`src/rtl/prng_arb_pkg.sv`:
```
// Shared constants for the PRNG request arbiter: FSM encoding and word/byte geometry.
package prng_arb_pkg;

  localparam logic [1:0] IDLE    = 2'b00;
  localparam logic [1:0] ISSUE   = 2'b01;
  localparam logic [1:0] COLLECT = 2'b10;
  localparam logic [1:0] DELIVER = 2'b11;

  localparam int unsigned BYTES_PER_WORD = 4;
  localparam int unsigned BYTE_W         = 8;
  localparam int unsigned WORD_W         = BYTES_PER_WORD * BYTE_W;
  localparam int unsigned CNT_W          = $clog2(BYTES_PER_WORD);

endpackage

```
`src/rtl/prng_rr_pick.sv`:
```
// Combinational rotate-priority picker: first set req bit at or above rr_ptr, wrapping upward.
module prng_rr_pick #(
  parameter int unsigned NUM_REQ = 4,
  parameter int unsigned IDX_W   = $clog2(NUM_REQ)
) (
  input  logic [NUM_REQ-1:0] req,
  input  logic [IDX_W-1:0]   rr_ptr,
  output logic [NUM_REQ-1:0] winner,
  output logic [IDX_W-1:0]   win_idx
);

  logic        found;
  int unsigned pos;

  always_comb begin
    winner  = '0;
    win_idx = '0;
    found   = 1'b0;
    pos     = 0;
    for (int unsigned i = 0; i < NUM_REQ; i++) begin
      pos = 32'(rr_ptr) + i;
      if (pos >= NUM_REQ) pos = pos - NUM_REQ;
      if (!found && req[IDX_W'(pos)]) begin
        found                 = 1'b1;
        win_idx               = IDX_W'(pos);
        winner[IDX_W'(pos)]   = 1'b1;
      end
    end
  end

endmodule

```
`src/rtl/prng_arbiter.sv`:
```
// Round-robin arbiter sharing one byte-streaming PRNG core; returns 32-bit words to requesters.
// Optional stalled-core abort (rand_err) is built only when PRNG_ARB_TIMEOUT_EN is defined.
module prng_arbiter
  import prng_arb_pkg::*;
#(
  parameter int unsigned NUM_REQ = 4
`ifdef PRNG_ARB_TIMEOUT_EN
  ,
  parameter int unsigned TIMEOUT = 15
`endif
) (
  input  logic               clk,
  input  logic               rstn,
  input  logic [NUM_REQ-1:0] req,
  output logic [NUM_REQ-1:0] ack,
  output logic [WORD_W-1:0]  rand_data,
  output logic               rand_err,
  output logic               prng_get,
  input  logic [BYTE_W-1:0]  prng_data,
  input  logic               prng_valid
);

  localparam int unsigned IDX_W     = $clog2(NUM_REQ);
  localparam logic [CNT_W-1:0] LAST_BYTE = CNT_W'(BYTES_PER_WORD - 1);

  logic [1:0]         state,     state_d;
  logic [NUM_REQ-1:0] grant,     grant_d;
  logic [IDX_W-1:0]   grant_idx, grant_idx_d;
  logic [IDX_W-1:0]   rr_ptr,    rr_ptr_d;
  logic [CNT_W-1:0]   byte_cnt,  byte_cnt_d;
  logic [WORD_W-1:0]  rand_data_d;
  logic [NUM_REQ-1:0] ack_d;
  logic               prng_get_d;
  logic [NUM_REQ-1:0] pick_onehot;
  logic [IDX_W-1:0]   pick_idx;

`ifdef PRNG_ARB_TIMEOUT_EN
  localparam int unsigned TMO_W = $clog2(TIMEOUT + 1);
  logic [TMO_W-1:0] tmo_cnt, tmo_cnt_d;
  logic             rand_err_d;
`endif

  prng_rr_pick #(
    .NUM_REQ (NUM_REQ),
    .IDX_W   (IDX_W)
  ) u_pick (
    .req     (req),
    .rr_ptr  (rr_ptr),
    .winner  (pick_onehot),
    .win_idx (pick_idx)
  );

  always_ff @(posedge clk or negedge rstn) begin
    if (!rstn) begin
      state     <= IDLE;
      grant     <= '0;
      grant_idx <= '0;
      rr_ptr    <= '0;
      byte_cnt  <= '0;
      rand_data <= '0;
      ack       <= '0;
      prng_get  <= 1'b0;
`ifdef PRNG_ARB_TIMEOUT_EN
      tmo_cnt   <= '0;
      rand_err  <= 1'b0;
`endif
    end else begin
      state     <= state_d;
      grant     <= grant_d;
      grant_idx <= grant_idx_d;
      rr_ptr    <= rr_ptr_d;
      byte_cnt  <= byte_cnt_d;
      rand_data <= rand_data_d;
      ack       <= ack_d;
      prng_get  <= prng_get_d;
`ifdef PRNG_ARB_TIMEOUT_EN
      tmo_cnt   <= tmo_cnt_d;
      rand_err  <= rand_err_d;
`endif
    end
  end

  // Pulses (prng_get, ack) are computed one cycle early so they land in ISSUE/DELIVER.
  always_comb begin
    state_d     = state;
    grant_d     = grant;
    grant_idx_d = grant_idx;
    rr_ptr_d    = rr_ptr;
    byte_cnt_d  = byte_cnt;
    rand_data_d = rand_data;
    ack_d       = '0;
    prng_get_d  = 1'b0;
`ifdef PRNG_ARB_TIMEOUT_EN
    tmo_cnt_d   = tmo_cnt;
    rand_err_d  = 1'b0;
`endif
    case (state)
      IDLE: begin
        if (|req) begin
          grant_d     = pick_onehot;
          grant_idx_d = pick_idx;
          prng_get_d  = 1'b1;
          state_d     = ISSUE;
        end
      end
      ISSUE: begin
        // Clear the word so bytes never delivered read as zero.
        byte_cnt_d  = '0;
        rand_data_d = '0;
`ifdef PRNG_ARB_TIMEOUT_EN
        tmo_cnt_d   = TMO_W'(1);
`endif
        state_d     = COLLECT;
      end
      COLLECT: begin
        if (prng_valid) begin
          rand_data_d[BYTE_W*byte_cnt +: BYTE_W] = prng_data;
          byte_cnt_d = byte_cnt + 1'b1;
        end
        if (prng_valid && (byte_cnt == LAST_BYTE)) begin
          ack_d   = grant;
          state_d = DELIVER;
        end
`ifdef PRNG_ARB_TIMEOUT_EN
        else if (tmo_cnt == TMO_W'(TIMEOUT - 1)) begin
          ack_d      = grant;
          rand_err_d = 1'b1;
          byte_cnt_d = '0;
          state_d    = DELIVER;
        end else begin
          tmo_cnt_d = tmo_cnt + 1'b1;
        end
`endif
      end
      DELIVER: begin
        rr_ptr_d = (grant_idx == IDX_W'(NUM_REQ - 1)) ? '0 : grant_idx + 1'b1;
        state_d  = IDLE;
      end
      default: state_d = IDLE;
    endcase
  end

`ifndef PRNG_ARB_TIMEOUT_EN
  assign rand_err = 1'b0;
`endif

endmodule

```
`config.mk`:
```
export PLATFORM = sky130hd
export DESIGN_NAME = prng_arbiter
export DESIGN_NICKNAME = d
export VERILOG_FILES = /design/src/rtl/prng_arb_pkg.sv /design/src/rtl/prng_rr_pick.sv /design/src/rtl/prng_arbiter.sv
export SDC_FILE = /design/constraint.sdc
export NUM_CORES = 1
export LEC_CHECK = 0
export ABC_AREA = 1
export BUFFER_PORTS_ARGS = -buffer_cell sky130_fd_sc_hd__buf_2
export CORE_MARGIN = 1
export CORE_UTILIZATION = 29
export DETAILED_ROUTE_END_ITERATION = 8
export HOLD_SLACK_MARGIN = 0.05
export PLACE_DENSITY_LB_ADDON = 0.25
export RECOVER_POWER = 100
export SYNTH_ARGS = -nofsm -noshare
export SYNTH_HDL_FRONTEND = slang
export SYNTH_HIERARCHICAL = 1
export SYNTH_SLANG_ARGS = --single-unit
```
`constraint.sdc`:
```
create_clock -name clk -period 4.7 [get_ports clk]
set_input_delay 0.705 -clock clk [delete_from_list [all_inputs] [get_ports clk]]
set_output_delay 0.705 -clock clk [all_outputs]
set_load 0.01 [all_outputs]
```
==> results.yml <==
route:
  route.vias.total: 2385
  wl_per_cell_um: 11.7
  drcViolationCount: 0
  drtIter0Drc: 145
  post_drt_via_cell_ratio: 4.38
  drt_pass1_iterations: 6
  wirelength_mm: 6.35
  drt.antenna.violating_nets: 0
cts:
  clock_latency_ns: 0.30
  cts.repair.resized: 0
  cts-root-buf: "clkbuf_8"
  cts_sinks: 49
  cts_made_buffers: 5
  cts_setup_buffers: 0
  clk_pin_slew_worst_paths_ns: 0.09
  cts_max_level: 2
  cts_tree: "built"
  clockBufferDepth: 2
  hold_buffers: 0
grt:
  top_usage_layer: "met1"
  grtUsageTotal_pct: 12.7
  gr-total-overflow: 0
  grt_pass1_wl_mm: 10.5
  grt_pass1_vias: 2170
  antenna_found_initial: 0
  use_met1_pct: 19.2
  met3_usage_pct: 2.67
  grt_max_degree: 50
  globalRouteMet2Util_pct: 17.9
worst_setup_path:
  endpoint_kind: "async pin"
  path_cells: "clkbuf_1"
  critPathArrivalTime_ns: 2.56
  cp-start-kind: "input port"
  cp_max_fo: 49
  cp_slowest_cell: "clkbuf_1"
  crit_type: "input port to async pin"
  cpLargestDelayFamily: "buffers and inverters"
  required_ns: 4.55
  crit_buf_inv: 1
  cpPeakStageDelay_ns: 1.81
pwr:
  report.power.total_w: 0.00176
  ir_drop_mv: 0.155
  p_per_area_mw_per_mm2: 544
  p_leak_nw: 1.75
layout:
  stdcell_area_mm2: 0.00324
  final_cell_mix: "nand2_1 (133), nand3_1 (62), dfrtp_1 (49)"
  final_cells: 545
  finalNetCount: 443
  antenna_cells: 0
  fin_util_pct: 33.1
  drive_gt1_share_pct: 10.4
  layout_commonest_cell: "nand2_1"
  syn2layout_area_growth_pct: 10.9
synth:
  seq_area_frac_synth_pct: 42.0
  synth_top_cell_by_area: "dfrtp_1"
  yosysUniqueCellTypes: 31
  synthMuxAreaShare_pct: 0.772
  synth_fa_ha_area_share_pct: 7.29
  synth_xor_area_share_pct: 0
  synth_top_area_share_pct: 42.0
  synthSimpleGateAreaFrac_pct: 39.8
  ys_warn_count: 6
  synth_top_family_by_area: "simple AND/OR/NAND/NOR gates"
  syn_inst: 359
  syn_area_mm2: 0.00292
  ys_async_sr_fraction_pct: 100
  synthFlopType: "dfrtp_1"
  synth_compound_area_share_pct: 2.74
  synth_seq_cells: 49
  yosys-top-cells-area: "dfrtp_1 (42%), nand2_1 (17%), nand3_1 (10%)"
  synth-edff-count: 0
  synth_fp_nets: 391
  syn_avg_cell_area_um2: 8.13
timing:
  tightest_slew_ns: 2.61
  fin_skew_ns: 0.00587
  fmax_ghz: 0.370
  slew_viol_final: 50
  setup_viol: 0
  slew_headroom_pct: -73.9
  final.period_utilization_pct: 57.5
  post-route-min-period_ns: 2.70
  hold_violations: 0
  tns_ns: 0
  rsz0062_at_grt: "false"
status:
  outcome: "finished, violations left"
  violations: "capacitance limit, slew limit"
run:
  cap_violations: 1
place:
  place_inst: 537
  dp.final_hpwl_mm: 4.88
  gp_congestion: 0.839
  io_buffers: 51
  place_area_mm2: 0.00327
worst_hold_path:
  worstHoldPathType: "flip-flop to flip-flop"
floorplan:
  die_h_um: 102
  core-area_mm2: 0.00977
  num_rows: 36
  die-width_um: 102
  die-area_mm2: 0.0105
  initial_core_util_pct: 29.9
  io_pins: 53
## final timing paths
check	start	slack, ns	endpoint	cells past startpoint
max in group clk	rr_ptr[0]	2.24	grant[1]	10
worst max-delay path	rstn	2.00	rand_data[24]	1
worst max register to register	rr_ptr[0]	2.24	grant[1]	10
worst min register to register	rand_data[20]	0.48	rand_data[20]	2
min in group asynchronous	rstn	1.21	rand_data[14]	1
worst min-delay path	rand_data[20]	0.48	rand_data[20]	2
## final cells by class
cell class              count  area (µm²)
fillers                  1083        6540
multi-input cells         271        1400
flip-flops and latches     49        1230
repair buffers             51         206
well taps                 133         166
inverters                  33         139
clock buffers               6        82.6
clock inverters             2        13.8
## kinds of logic (layout without fill, tap and decap cells)
family / after synthesis / after routing
other: 1 / 1
buffers and inverters: 39 / 92
multiplexers: 2 / 2
flip-flops: 49 / 49
AO/OA/AOI/OAI: 13 / 13
adder cells (fa/ha/maj): 17 / 17
AND/OR/NAND/NOR: 238 / 238
## per-stage QoR
stage,hold slack [ns],setup WS [ns]
floorplan,0.409,3.02
global placement,0.459,2.84
detailed placement,0.462,2.79
CTS,0.486,2.78
global route,0.515,1.47
finish,0.482,2.00
## tightest hold or removal path: stages (launching register included)
cell     delay, ns
dfrtp_1       0.35
nand2_1       0.05
nand2_1       0.05
## where the power goes
group | switching, W | internal, W | total [W]
clock network | 0.000134 | 0.000119 | 0.000253
registers | 0.0000793 | 0.000500 | 0.000579
logic | 0.000627 | 0.000301 | 0.000928
## routing by layer
metal,up-vias,wire [µm]
li1,1239,-
met1,1062,3360
met2,74,2570
met3,10,351
met4,0,68
met5,-,0
## synthesized netlist by cell type, drive strengths merged (2+ instances only)
master  count
nand2     143
nand3      64
dfrtp      49
inv        32
nor2       29
ha         17
buf         6
a21oi       5
a21boi      4
o21ai       3
mux2        2
## sequential cells by signal (all words and copies together) (netlist names)
signal / cells
grant: 4
ack: 4
rr_ptr: 2
prng_get: 1
state: 2
byte_cnt: 2
rand_data: 32
grant_idx: 2
Power figures use the tool's default switching activity.
